<file path="src/rtl/vec_mem_sequencer_pkg.sv">
`default_nettype none
// ============================================================================
// Module   : vec_mem_pkg
// Purpose  : Shared constants, state enumeration and lane-select helper for
//            the vector memory-stage sequencer.
// Ports    : none (package)
// Revision : 1.0 - initial release
// ============================================================================
package vec_mem_pkg;

    localparam int LANES  = 8;
    localparam int LANE_W = 32;
    localparam int VEC_W  = 256;

    typedef enum logic [1:0] {
        IDLE = 2'd0,
        BUSY = 2'd1,
        DONE = 2'd2
    } seq_state_t;

    // Extract word lane 'idx' from a full vector.
    function automatic logic [LANE_W-1:0] lane_sel(
        input logic [VEC_W-1:0]         vec,
        input logic [$clog2(LANES)-1:0] idx
    );
        return vec[idx*LANE_W +: LANE_W];
    endfunction

endpackage
`default_nettype wire

</file>
<file path="src/rtl/vec_mem_sequencer_if.sv">
`default_nettype none
// ============================================================================
// Module   : vec_mem_sequencer_if
// Purpose  : Narrow req/ack data-memory port used by the vector sequencer.
// Ports    : mem_req/mem_we/mem_addr/mem_wdata  sequencer -> memory
//            mem_rdata/mem_ack                  memory -> sequencer
//            modport master = sequencer side, modport slave = memory side
// Revision : 1.0 - initial release
// ============================================================================
interface vec_mem_sequencer_if #(
    parameter int ADDR_W = 32,
    parameter int LANE_W = 32
);
    logic              mem_req;
    logic              mem_we;
    logic [ADDR_W-1:0] mem_addr;
    logic [LANE_W-1:0] mem_wdata;
    logic [LANE_W-1:0] mem_rdata;
    logic              mem_ack;

    modport master (
        output mem_req, mem_we, mem_addr, mem_wdata,
        input  mem_rdata, mem_ack
    );

    modport slave (
        input  mem_req, mem_we, mem_addr, mem_wdata,
        output mem_rdata, mem_ack
    );
endinterface
`default_nettype wire

</file>
<file path="src/rtl/vec_mem_sequencer_lane_gather.sv">
`default_nettype none
// ============================================================================
// Module   : vec_lane_gather
// Purpose  : Holds the assembled load vector; one word lane is written per
//            accepted load beat, all other lanes keep their value.
// Ports    : clk, reset   clock / synchronous active-high reset
//            we, idx      lane write enable and lane index
//            wdata        lane write data
//            rdata        full assembled vector
// Revision : 1.0 - initial release
// ============================================================================
module vec_lane_gather #(
    parameter int LANES  = 8,
    parameter int LANE_W = 32,
    parameter int IDX_W  = (LANES > 1) ? $clog2(LANES) : 1
) (
    input  wire logic                    clk,
    input  wire logic                    reset,
    input  wire logic                    we,
    input  wire logic [IDX_W-1:0]        idx,
    input  wire logic [LANE_W-1:0]       wdata,
    output logic [LANES*LANE_W-1:0]      rdata
);

    for (genvar g = 0; g < LANES; g++) begin : g_lane
        logic [LANE_W-1:0] r_lane;

        always_ff @(posedge clk) begin
            if (reset) begin
                r_lane <= '0;
            end else if (we && (idx == IDX_W'(g))) begin
                r_lane <= wdata;
            end
        end

        assign rdata[g*LANE_W +: LANE_W] = r_lane;
    end

endmodule
`default_nettype wire

</file>
<file path="src/rtl/vec_mem_sequencer.sv">
`default_nettype none
// ============================================================================
// Module   : vec_mem_sequencer
// Purpose  : Memory-stage controller that splits a 256-bit vector load/store
//            into LANES word beats on a narrow req/ack port, stalling the
//            pipeline until all beats complete.
// Ports    : clk, reset              clock / synchronous active-high reset
//            MemWriteM, MemtoRegM    store / load request (store wins)
//            ALUResultM, WriteDataM  base byte address / store vector
//            mem                     memory port (master modport)
//            stall_m                 pipeline freeze
//            ReadDataM               assembled load vector
//            done_m                  one-cycle completion pulse
//            err_m                   ack-timeout flag (VEC_MEM_TIMEOUT_EN only)
// Macro    : VEC_MEM_TIMEOUT_EN enables the ack watchdog and err_m output.
// Revision : 1.0 - initial release
// ============================================================================
module vec_mem_sequencer #(
    parameter int LANES          = 8,
    parameter int LANE_W         = 32,
    parameter int ADDR_W         = 32,
    parameter int TIMEOUT_CYCLES = 64
) (
    input  wire logic                          clk,
    input  wire logic                          reset,
    input  wire logic                          MemWriteM,
    input  wire logic                          MemtoRegM,
    input  wire logic [vec_mem_pkg::VEC_W-1:0] ALUResultM,
    input  wire logic [vec_mem_pkg::VEC_W-1:0] WriteDataM,
    vec_mem_sequencer_if.master                mem,
    output logic                               stall_m,
    output logic [vec_mem_pkg::VEC_W-1:0]      ReadDataM,
    output logic                               done_m
`ifdef VEC_MEM_TIMEOUT_EN
    ,
    output logic                               err_m
`endif
);
    import vec_mem_pkg::*;

    localparam int                BEAT_W     = (LANES > 1) ? $clog2(LANES) : 1;
    localparam logic [1:0]        ST_IDLE    = IDLE;
    localparam logic [1:0]        ST_BUSY    = BUSY;
    localparam logic [1:0]        ST_DONE    = DONE;
    localparam logic [BEAT_W-1:0] LAST_BEAT  = BEAT_W'(LANES - 1);
    localparam logic [ADDR_W-1:0] BEAT_BYTES = ADDR_W'(LANE_W / 8);

    logic [1:0]        r_state;
    logic [BEAT_W-1:0] r_beat;
    logic [VEC_W-1:0]  r_data;
    logic              w_req;
    logic              w_ack;
    logic              w_gather_we;
    logic              w_unused;

    assign w_req = MemWriteM | MemtoRegM;
    // Ack only counts while a beat is actually being requested.
    assign w_ack = (r_state == ST_BUSY) & mem.mem_req & mem.mem_ack;
    // Store beats must never disturb the load vector.
    assign w_gather_we = w_ack & ~mem.mem_we;
    // Only the low ADDR_W bits of ALUResultM carry the address.
    assign w_unused = &{1'b0, ALUResultM[VEC_W-1:ADDR_W]};

    assign stall_m = ((r_state == ST_IDLE) && w_req) || (r_state == ST_BUSY);
    assign done_m  = (r_state == ST_DONE);

`ifdef VEC_MEM_TIMEOUT_EN
    localparam int                WDOG_W     = $clog2(TIMEOUT_CYCLES + 1);
    localparam logic [WDOG_W-1:0] WDOG_LIMIT = WDOG_W'(TIMEOUT_CYCLES - 1);

    logic [WDOG_W-1:0] r_wdog;
    logic              w_timeout;

    // Fires on the TIMEOUT_CYCLES-th consecutive BUSY cycle without ack.
    assign w_timeout = (r_state == ST_BUSY) && !w_ack && (r_wdog == WDOG_LIMIT);

    always_ff @(posedge clk) begin
        if (reset) begin
            r_wdog <= '0;
            err_m  <= 1'b0;
        end else begin
            if (((r_state == ST_IDLE) && w_req) || w_ack) begin
                r_wdog <= '0;
            end else if (r_state == ST_BUSY) begin
                r_wdog <= r_wdog + 1'b1;
            end

            if (w_timeout) begin
                err_m <= 1'b1;
            end else if (r_state == ST_DONE) begin
                err_m <= 1'b0;
            end
        end
    end
`else
    localparam int c_unused_timeout = TIMEOUT_CYCLES;
`endif

    always_ff @(posedge clk) begin
        if (reset) begin
            r_state       <= ST_IDLE;
            r_beat        <= '0;
            r_data        <= '0;
            mem.mem_req   <= 1'b0;
            mem.mem_we    <= 1'b0;
            mem.mem_addr  <= '0;
            mem.mem_wdata <= '0;
        end else begin
            case (r_state)
                ST_IDLE: begin
                    if (w_req) begin
                        // MemWriteM alone selects the direction, so a
                        // simultaneous load request is simply dropped.
                        r_state       <= ST_BUSY;
                        r_beat        <= '0;
                        r_data        <= WriteDataM;
                        mem.mem_req   <= 1'b1;
                        mem.mem_we    <= MemWriteM;
                        mem.mem_addr  <= ALUResultM[ADDR_W-1:0];
                        mem.mem_wdata <= lane_sel(WriteDataM, '0);
                    end
                end
                ST_BUSY: begin
                    if (w_ack) begin
                        if (r_beat == LAST_BEAT) begin
                            r_state     <= ST_DONE;
                            mem.mem_req <= 1'b0;
                            mem.mem_we  <= 1'b0;
                        end else begin
                            r_beat        <= r_beat + 1'b1;
                            // Address wraps naturally at 2^ADDR_W.
                            mem.mem_addr  <= mem.mem_addr + BEAT_BYTES;
                            mem.mem_wdata <= lane_sel(r_data, r_beat + 1'b1);
                        end
                    end
`ifdef VEC_MEM_TIMEOUT_EN
                    else if (w_timeout) begin
                        r_state     <= ST_DONE;
                        mem.mem_req <= 1'b0;
                        mem.mem_we  <= 1'b0;
                    end
`endif
                end
                ST_DONE: begin
                    // Requests are ignored here so the retiring instruction
                    // cannot re-trigger.
                    r_state <= ST_IDLE;
                end
                default: begin
                    r_state <= ST_IDLE;
                end
            endcase
        end
    end

    vec_lane_gather #(
        .LANES  (LANES),
        .LANE_W (LANE_W),
        .IDX_W  (BEAT_W)
    ) u_gather (
        .clk   (clk),
        .reset (reset),
        .we    (w_gather_we),
        .idx   (r_beat),
        .wdata (mem.mem_rdata),
        .rdata (ReadDataM)
    );

endmodule
`default_nettype wire

</file>
<file path="src/flat_wrapper.sv">
// flat-port wrapper written by rule: the top's interface ports become plain ports
module vec_mem_sequencer_flat import vec_mem_pkg::*;
#(
    parameter int LANES          = 8,
    parameter int LANE_W         = 32,
    parameter int ADDR_W         = 32,
    parameter int TIMEOUT_CYCLES = 64
)
  (clk, reset, MemWriteM, MemtoRegM, ALUResultM, WriteDataM, stall_m, ReadDataM, done_m, mem_mem_req, mem_mem_we, mem_mem_addr, mem_mem_wdata, mem_mem_rdata, mem_mem_ack);
  vec_mem_sequencer_if #(.ADDR_W(ADDR_W), .LANE_W(LANE_W)) mem_i ();
  input  wire logic clk;
  input  wire logic reset;
  input  wire logic MemWriteM;
  input  wire logic MemtoRegM;
  input  wire logic [vec_mem_pkg::VEC_W-1:0] ALUResultM;
  input  wire logic [vec_mem_pkg::VEC_W-1:0] WriteDataM;
  output logic stall_m;
  output logic [vec_mem_pkg::VEC_W-1:0] ReadDataM;
  output logic done_m;
  output wire logic [$bits(mem_i.mem_req)-1:0] mem_mem_req;
  output wire logic [$bits(mem_i.mem_we)-1:0] mem_mem_we;
  output wire logic [$bits(mem_i.mem_addr)-1:0] mem_mem_addr;
  output wire logic [$bits(mem_i.mem_wdata)-1:0] mem_mem_wdata;
  input wire logic [$bits(mem_i.mem_rdata)-1:0] mem_mem_rdata;
  input wire logic [$bits(mem_i.mem_ack)-1:0] mem_mem_ack;
  assign mem_mem_req = mem_i.mem_req;
  assign mem_mem_we = mem_i.mem_we;
  assign mem_mem_addr = mem_i.mem_addr;
  assign mem_mem_wdata = mem_i.mem_wdata;
  assign mem_i.mem_rdata = mem_mem_rdata;
  assign mem_i.mem_ack = mem_mem_ack;
  vec_mem_sequencer #(.LANES(LANES), .LANE_W(LANE_W), .ADDR_W(ADDR_W), .TIMEOUT_CYCLES(TIMEOUT_CYCLES)) u_core (.clk(clk), .reset(reset), .MemWriteM(MemWriteM), .MemtoRegM(MemtoRegM), .ALUResultM(ALUResultM), .WriteDataM(WriteDataM), .mem(mem_i), .stall_m(stall_m), .ReadDataM(ReadDataM), .done_m(done_m));
endmodule
</file>
<file path="config.mk">
export PLATFORM = sky130hd
export DESIGN_NAME = vec_mem_sequencer_flat
export DESIGN_NICKNAME = d
export VERILOG_FILES = /design/src/rtl/vec_mem_sequencer_pkg.sv /design/src/rtl/vec_mem_sequencer_if.sv /design/src/rtl/vec_mem_sequencer_lane_gather.sv /design/src/rtl/vec_mem_sequencer.sv /design/src/flat_wrapper.sv
export SDC_FILE = /design/constraint.sdc
export NUM_CORES = 1
export LEC_CHECK = 0
export BUFFER_PORTS_ARGS = -buffer_cell sky130_fd_sc_hd__clkbuf_2
export CAP_MARGIN = 20
export CORE_AREA = 3 3 338 340
export CTS_BUF_LIST = sky130_fd_sc_hd__clkbuf_8
export DETAILED_ROUTE_END_ITERATION = 6
export DIE_AREA = 0 0 341 343
export PLACE_DENSITY_LB_ADDON = 0.2
export SYNTH_ARGS = -nofsm -noshare
export SYNTH_HDL_FRONTEND = slang
export SYNTH_SLANG_ARGS = --single-unit
</file>
<file path="constraint.sdc">
create_clock -name clk -period 3.47 [get_ports clk]
set_input_delay 0.5205 -clock clk [delete_from_list [all_inputs] [get_ports clk]]
set_output_delay 0.5205 -clock clk [all_outputs]
set_load 0.02 [all_outputs]
</file>
==> run_results.csv, run 1 <==
group,metric,value,unit
yosys,synthArstFlopShare,0,%
die,die_area,117000,um^2
clock_network,clock_sinks,583,
place,dp.cells,4845,
place,place_hpwl,75.3,mm
place,place_congestion,0.780,
clock_network,cts_made_buffers,110,
clock_network,path_clk_slew,0.06,ns
sta,worst_pin_slew,0.941,ns
routing,first_pass_iters,5,
global_routing,grt_overflow,0,
sta,layout_min_cycle_time,3.22,ns
routing,postRouteAntennaNets,0,
sta,fin_setup_tns,0,ns
routing,wl,107,mm
cells_and_area,instances_no_fill,5308,
sta,hold_viol,0,
sta,finalSetupViolCount,0,
setup_path,r2r_slack,0.70,ns
global_routing,grt_usage,17.7,%
setup_path,path_max_fanout,12,
die,die_height,343,um
clock_network,htreeDepth,3,
sta,slew_headroom,37.2,%
sta,slew_viol_final,0,
power_and_ir_drop,p_total,15.8,mW
setup_path,crit_type,"flip-flop to primary output",
yosys,ys_seq_area_share,50.1,%
routing,vias,23140,
min_path,hp-class,"input port to flip-flop",
die,rows,123,
yosys,synth_area,23300,um^2
routing,drtIter0Drc,1380,
die,core_area,112000,um^2
clock_network,cts_tree,"yes",
power_and_ir_drop,p_leak,12.7,nW
die,start_util,20.8,%
sta,worst_slack,0.254,ns
yosys,synth_cells,2899,
routing,vias_per_cell,4.36,
setup_path,startpoint_type,"flip-flop",
yosys,syn_nets,3455,
cells_and_area,layout_commonest_cell,"nand2_1",
routing,wire_per_inst,20.2,um
cells_and_area,utilization,29.1,%
power_and_ir_drop,powerDensity,487,nW/um^2
clock_network,cts_buffer_depth,3,
routing,drc,0,
yosys,ys_seq_elements,583,
cells_and_area,syn_to_final_growth,39.5,%
global_routing,grt_pass1_wl,156,mm
cells_and_area,fin_area,32500,um^2
yosys,synth_edf_count,0,
clock_network,root_buffer,"clkbuf_8",
sta,fin_crit_sh,92.7,%
flow_run,timing.max_cap.violations,0,
status,outcome,"complete, no violations",
die,die_w,341,um
place,place_worst_setup_slack,0.623,ns
yosys,yosys.cell_types.count,66,
global_routing,grt_pass1_vias,22735,
sta,skew,0.0665,ns
cells_and_area,layout.nets,4254,
cells_and_area,final_cell_mix,"nand2_1, clkbuf_2, dfxtp_1",
yosys,avgSynthCellArea,8.04,um^2
global_routing,grt_max_degree,174,
yosys,synth_area_leaders,"dfxtp_1, nand2_1, a21oi_1, mux4_2, buf_2",
yosys,synth_top_cell_area_share,50.1,%
place,port_buffers,648,
place,dpl_cell_area,27900,um^2
cells_and_area,layout-drive-gt1-share,25.1,%
yosys,synth-main-ff-cell,"dfxtp_1",
global_routing,antenna_found_initial,28,
clock_network,insertion_delay,0.76,ns
setup_path,crit_required,2.95,ns
setup_path,end_kind,"primary output",
cells_and_area,fill_cells,12372,
yosys,synth-warning-count,0,
power_and_ir_drop,ir_drop,0.000253,V
sta,whs,0.0934,ns
sta,fmax,0.311,GHz
sta,rsz0062_at_grt,"no",
yosys,synth_top_area_cell,"dfxtp_1",
setup_path,cp.arrival,2.70,ns
die,pin_count,873,
==> sequential cells by signal, summed over array words and instances, names as in the netlist <==
name and cells:
u_core.u_gather.g_lane.r_lane 256, u_core.r_beat 3, u_core.mem.mem_req 1, u_core.mem.mem_addr 32, u_core.mem.mem_wdata 32, u_core.r_state 2, u_core.r_data 256, u_core.mem.mem_we 1
==> cells by family (layout without fill, tap and decap cells) <==
kind of cell	after synthesis	in the layout	synth area share, %
AOI/OAI and AO/OA	681	681	15.7
adders and majority gates	7	7	0.376
buffers and inverters	286	1165	5.52
DFF	583	583	50.1
muxes	65	65	6.22
other	0	30	0
and+or+nand+nor	1277	1277	22.1
==> worst max-delay path, stage by stage (launching register included) <==
cell      delay (ns)
dfxtp_4         0.39
ha_1            0.26
ha_1            0.26
nand4b_1        0.33
a21o_2          0.42
nand2_1         0.12
clkbuf_2        0.18
==> report_power, final <==
| group | total (mW) | switching (mW) | internal [mW] | leakage, nW |
|---|---|---|---|---|
| Combinational | 2.07 | 1.27 | 0.801 | 6.74 |
| Clock | 6.55 | 3.14 | 3.41 | 1.26 |
| Sequential | 7.22 | 0.218 | 7.00 | 4.74 |
| Total | 15.8 | 4.63 | 11.2 | 12.7 |
==> worst paths after layout <==
path                                         from                  to  depth (start not counted)
worst max-delay path             u_core.r_beat[0]             stall_m                          6
worst min-delay path              WriteDataM[231]  u_core.r_data[231]                          3
worst max register to register   u_core.r_beat[0]   u_core.r_data[84]                          8
worst min register to register  u_core.r_data[88]   u_core.r_data[88]                          2
==> cells in the mapped netlist (all sizes together) (3+ instances only) <==
cell type and number:
nand2 1121, dfxtp 583, a21oi 550, buf 149
clkbuf 114, mux4 64, nand3 59, o21ai 38
nor2 33, inv 22, o22ai 17, a211oi 16
nor3 16, o211ai 16, and2 11, and3 9
nand4 8, a311oi 7, ha 7, a2111oi 5
a21o 4, a22oi 4, and4 4, nor2b 4
o31ai 4, a31o 3, nor4 3, or3 3
==> cell type report <==
| cell class | count | area [um^2] | area share (%) |
|---|---|---|---|
| timing repair buffer | 950 | 6300 | 19.4 |
| sequential | 583 | 11700 | 35.9 |
| inverter | 23 | 86.3 | 0.265 |
| clock inverter | 65 | 349 | 1.07 |
| tap | 1500 | 1880 | 5.77 |
| multi-input combinational | 2030 | 10400 | 32.1 |
| clock buffer | 127 | 1750 | 5.37 |
| antenna | 30 | 75.1 | 0.231 |
==> per-layer routing <==
metal | track usage, % | vias up | part of all wire [%]
li1 | - | 11329 | -
met1 | 23.8 | 10880 | 46
met2 | 28.1 | 778 | 45
met3 | 4.57 | 143 | 7.1
met4 | 4.92 | 10 | 2.2
met5 | 0 | - | 0.052
==> repair_timing <==
item	in CTS	in global routing
hold endpoints to repair	241	0
gates resized for setup	0	0
hold buffers	240	0
setup buffers	0	0
Note: power is estimated with default switching activity, not from simulation.
==> run 2, diff against run 1 <==
--- a/config.mk
+++ b/config.mk
@@ -12,6 +12,7 @@
 export DETAILED_ROUTE_END_ITERATION = 6
 export DIE_AREA = 0 0 341 343
 export PLACE_DENSITY_LB_ADDON = 0.2
+export RECOVER_POWER = 50
 export SYNTH_ARGS = -nofsm -noshare
 export SYNTH_HDL_FRONTEND = slang
 export SYNTH_SLANG_ARGS = --single-unit
==> run_results.csv, run 2 (same netlist as run 1, synthesis figures left out) <==
group,metric,value,unit
clock_network,cts_made_buffers,110,
place,port_buffers,648,
place,place_congestion,0.780,
global_routing,grt_usage,17.7,%
power_and_ir_drop,p_leak,11.6,nW
status,outcome,"finished with violations",
sta,fin_crit_sh,92.8,%
sta,fin_setup_tns,0,ns
routing,drc,2,
setup_path,path_max_fanout,12,
sta,skew,0.0670,ns
cells_and_area,layout-drive-gt1-share,16.6,%
routing,drtIter0Drc,1398,
min_path,holdPathEnd,"u_core.r_data[231]",
global_routing,grt_max_degree,174,
setup_path,crit_type,"flip-flop to primary output",
routing,wl,108,mm
setup_path,reg2reg_depth,6,
routing,wire_per_inst,20.3,um
clock_network,root_buffer,"clkbuf_8",
die,start_util,20.8,%
routing,vias_per_cell,4.37,
power_and_ir_drop,ir_drop,0.000252,V
sta,worst_pin_slew,0.974,ns
global_routing,grt_pass1_wl,156,mm
routing,postRouteAntennaNets,0,
place,place_hpwl,75.3,mm
die,die_area,117000,um^2
cells_and_area,syn_to_final_growth,37.6,%
die,rows,123,
clock_network,cts_tree,"yes",
clock_network,cts_resized,0,
setup_path,cp.arrival,2.70,ns
setup_path,crit_required,2.95,ns
clock_network,path_clk_slew,0.06,ns
clock_network,htreeDepth,3,
routing,vias,23172,
power_and_ir_drop,p_total,15.8,mW
sta,rsz0062_at_grt,"no",
sta,layout_min_cycle_time,3.22,ns
die,die_height,343,um
die,pin_count,873,
cells_and_area,layout.nets,4254,
clock_network,cts_buffer_depth,3,
sta,slew_viol_final,0,
die,die_w,341,um
clock_network,insertion_delay,0.77,ns
flow_run,timing.max_cap.violations,0,
sta,slew_headroom,35.0,%
global_routing,antenna_found_initial,28,
status,violations,"DRC",
cells_and_area,reg_top3,"u_core.r_data: 256 flops, u_core.u_gather.g_lane.r_lane: 256 flops",
sta,finalSetupViolCount,0,
setup_path,rr_startpoint,"u_core.r_state[1]",
global_routing,grt_overflow,0,
min_path,hold_start,"WriteDataM[231]",
power_and_ir_drop,powerDensity,493,nW/um^2
die,core_area,112000,um^2
sta,fmax,0.311,GHz
sta,hold_viol,0,
setup_path,r2r_slack,0.34,ns
setup_path,end_kind,"primary output",
setup_path,startpoint_type,"flip-flop",
clock_network,clock_sinks,583,
min_path,min_path_cells,3,
routing,first_pass_iters,7,
cells_and_area,layout_commonest_cell,"nand2_1",
min_path,hp-class,"input port to flip-flop",
cells_and_area,final_cell_mix,"nand2_1, dfxtp_1, a21oi_1",
global_routing,grt_pass1_vias,22735,
setup_path,r2r_end,"u_core.u_gather.g_lane[2].r_lane[10]",
## run 2: changes by cell type in the layout (fill, tap and decap cells not counted), sizes merged
cell	delta
buf	-5
clkbuf	+5
diode	-2
## run 2: stage by stage
step | hold WS (ns) | util [%] | setup slack (ns) | cell area (um^2) | instances
finish | 0.0904 | 28.7 | 0.251 | 32100 | 5306
global route | 0.0277 | 28.7 | 0.0269 | 32100 | 5294
CTS | 0.000204 | 29.0 | 0.115 | 32400 | 5277
detailed placement | 0.443 | 25.0 | 0.623 | 27900 | 4845
global placement | 0.439 | 25.0 | 0.639 | 27900 | 4845
floorplan | 0.433 | - | 0.765 | 23300 | 2899
## run 2: where the power goes
part           internal [mW]  switching (mW)  leakage (nW)
combinational          0.778            1.27          5.63
clock                   3.41            3.14          1.26
sequential              7.00           0.216          4.74
total                   11.2            4.63          11.6
## run 2: worst max-delay path by stage
| stage | start | endpoint | slack (ns) | cells after the start |
|---|---|---|---|---|
| 6_report | u_core.r_beat[0] | stall_m | 0.25 | 6 |
| 5_1_grt | u_core.r_beat[0] | stall_m | 0.03 | 6 |
| 4_1_cts | u_core.r_beat[0] | stall_m | 0.11 | 6 |
| 2_1_floorplan | u_core.r_beat[0] | u_core.mem.mem_wdata[17] | 0.77 | 10 |
| 3_3_place_gp | u_core.r_state[1] | u_core.u_gather.g_lane[5].r_lane[23] | 0.64 | 5 |
| 3_5_place_dp | u_core.r_state[1] | u_core.u_gather.g_lane[5].r_lane[27] | 0.62 | 5 |
## run 2: critical path, stage by stage (launching register included)
cell      delay (ns)
dfxtp_4         0.39
ha_1            0.26
ha_1            0.26
nand4b_1        0.33
a21o_2          0.42
nand2_1         0.12
clkbuf_2        0.19
## run 2: timing repair
item,CTS,global route
hold endpoints to repair,241,0
hold buffers,240,0
buffers inserted,0,0
endpoints found under the setup margin,0,0
## run 2: final cells by class
class / count / area (um^2)
timing repair buffer: 950 / 5880
clock buffer: 127 / 1750
fill: 12530 / 79800
multi-input combinational: 2030 / 10400
inverter: 23 / 86.3
sequential: 583 / 11700
tap: 1500 / 1880
antenna: 28 / 70.1
clock inverter: 65 / 349
## run 2: layer usage
metal / global-route usage (%) / up-vias / share of wire, %
met5: 0 / - / 0.052
met1: 23.8 / 10900 / 46
met2: 28.1 / 801 / 44
met4: 4.92 / 10 / 2.2
met3: 4.57 / 146 / 7.2
li1: - / 11315 / -
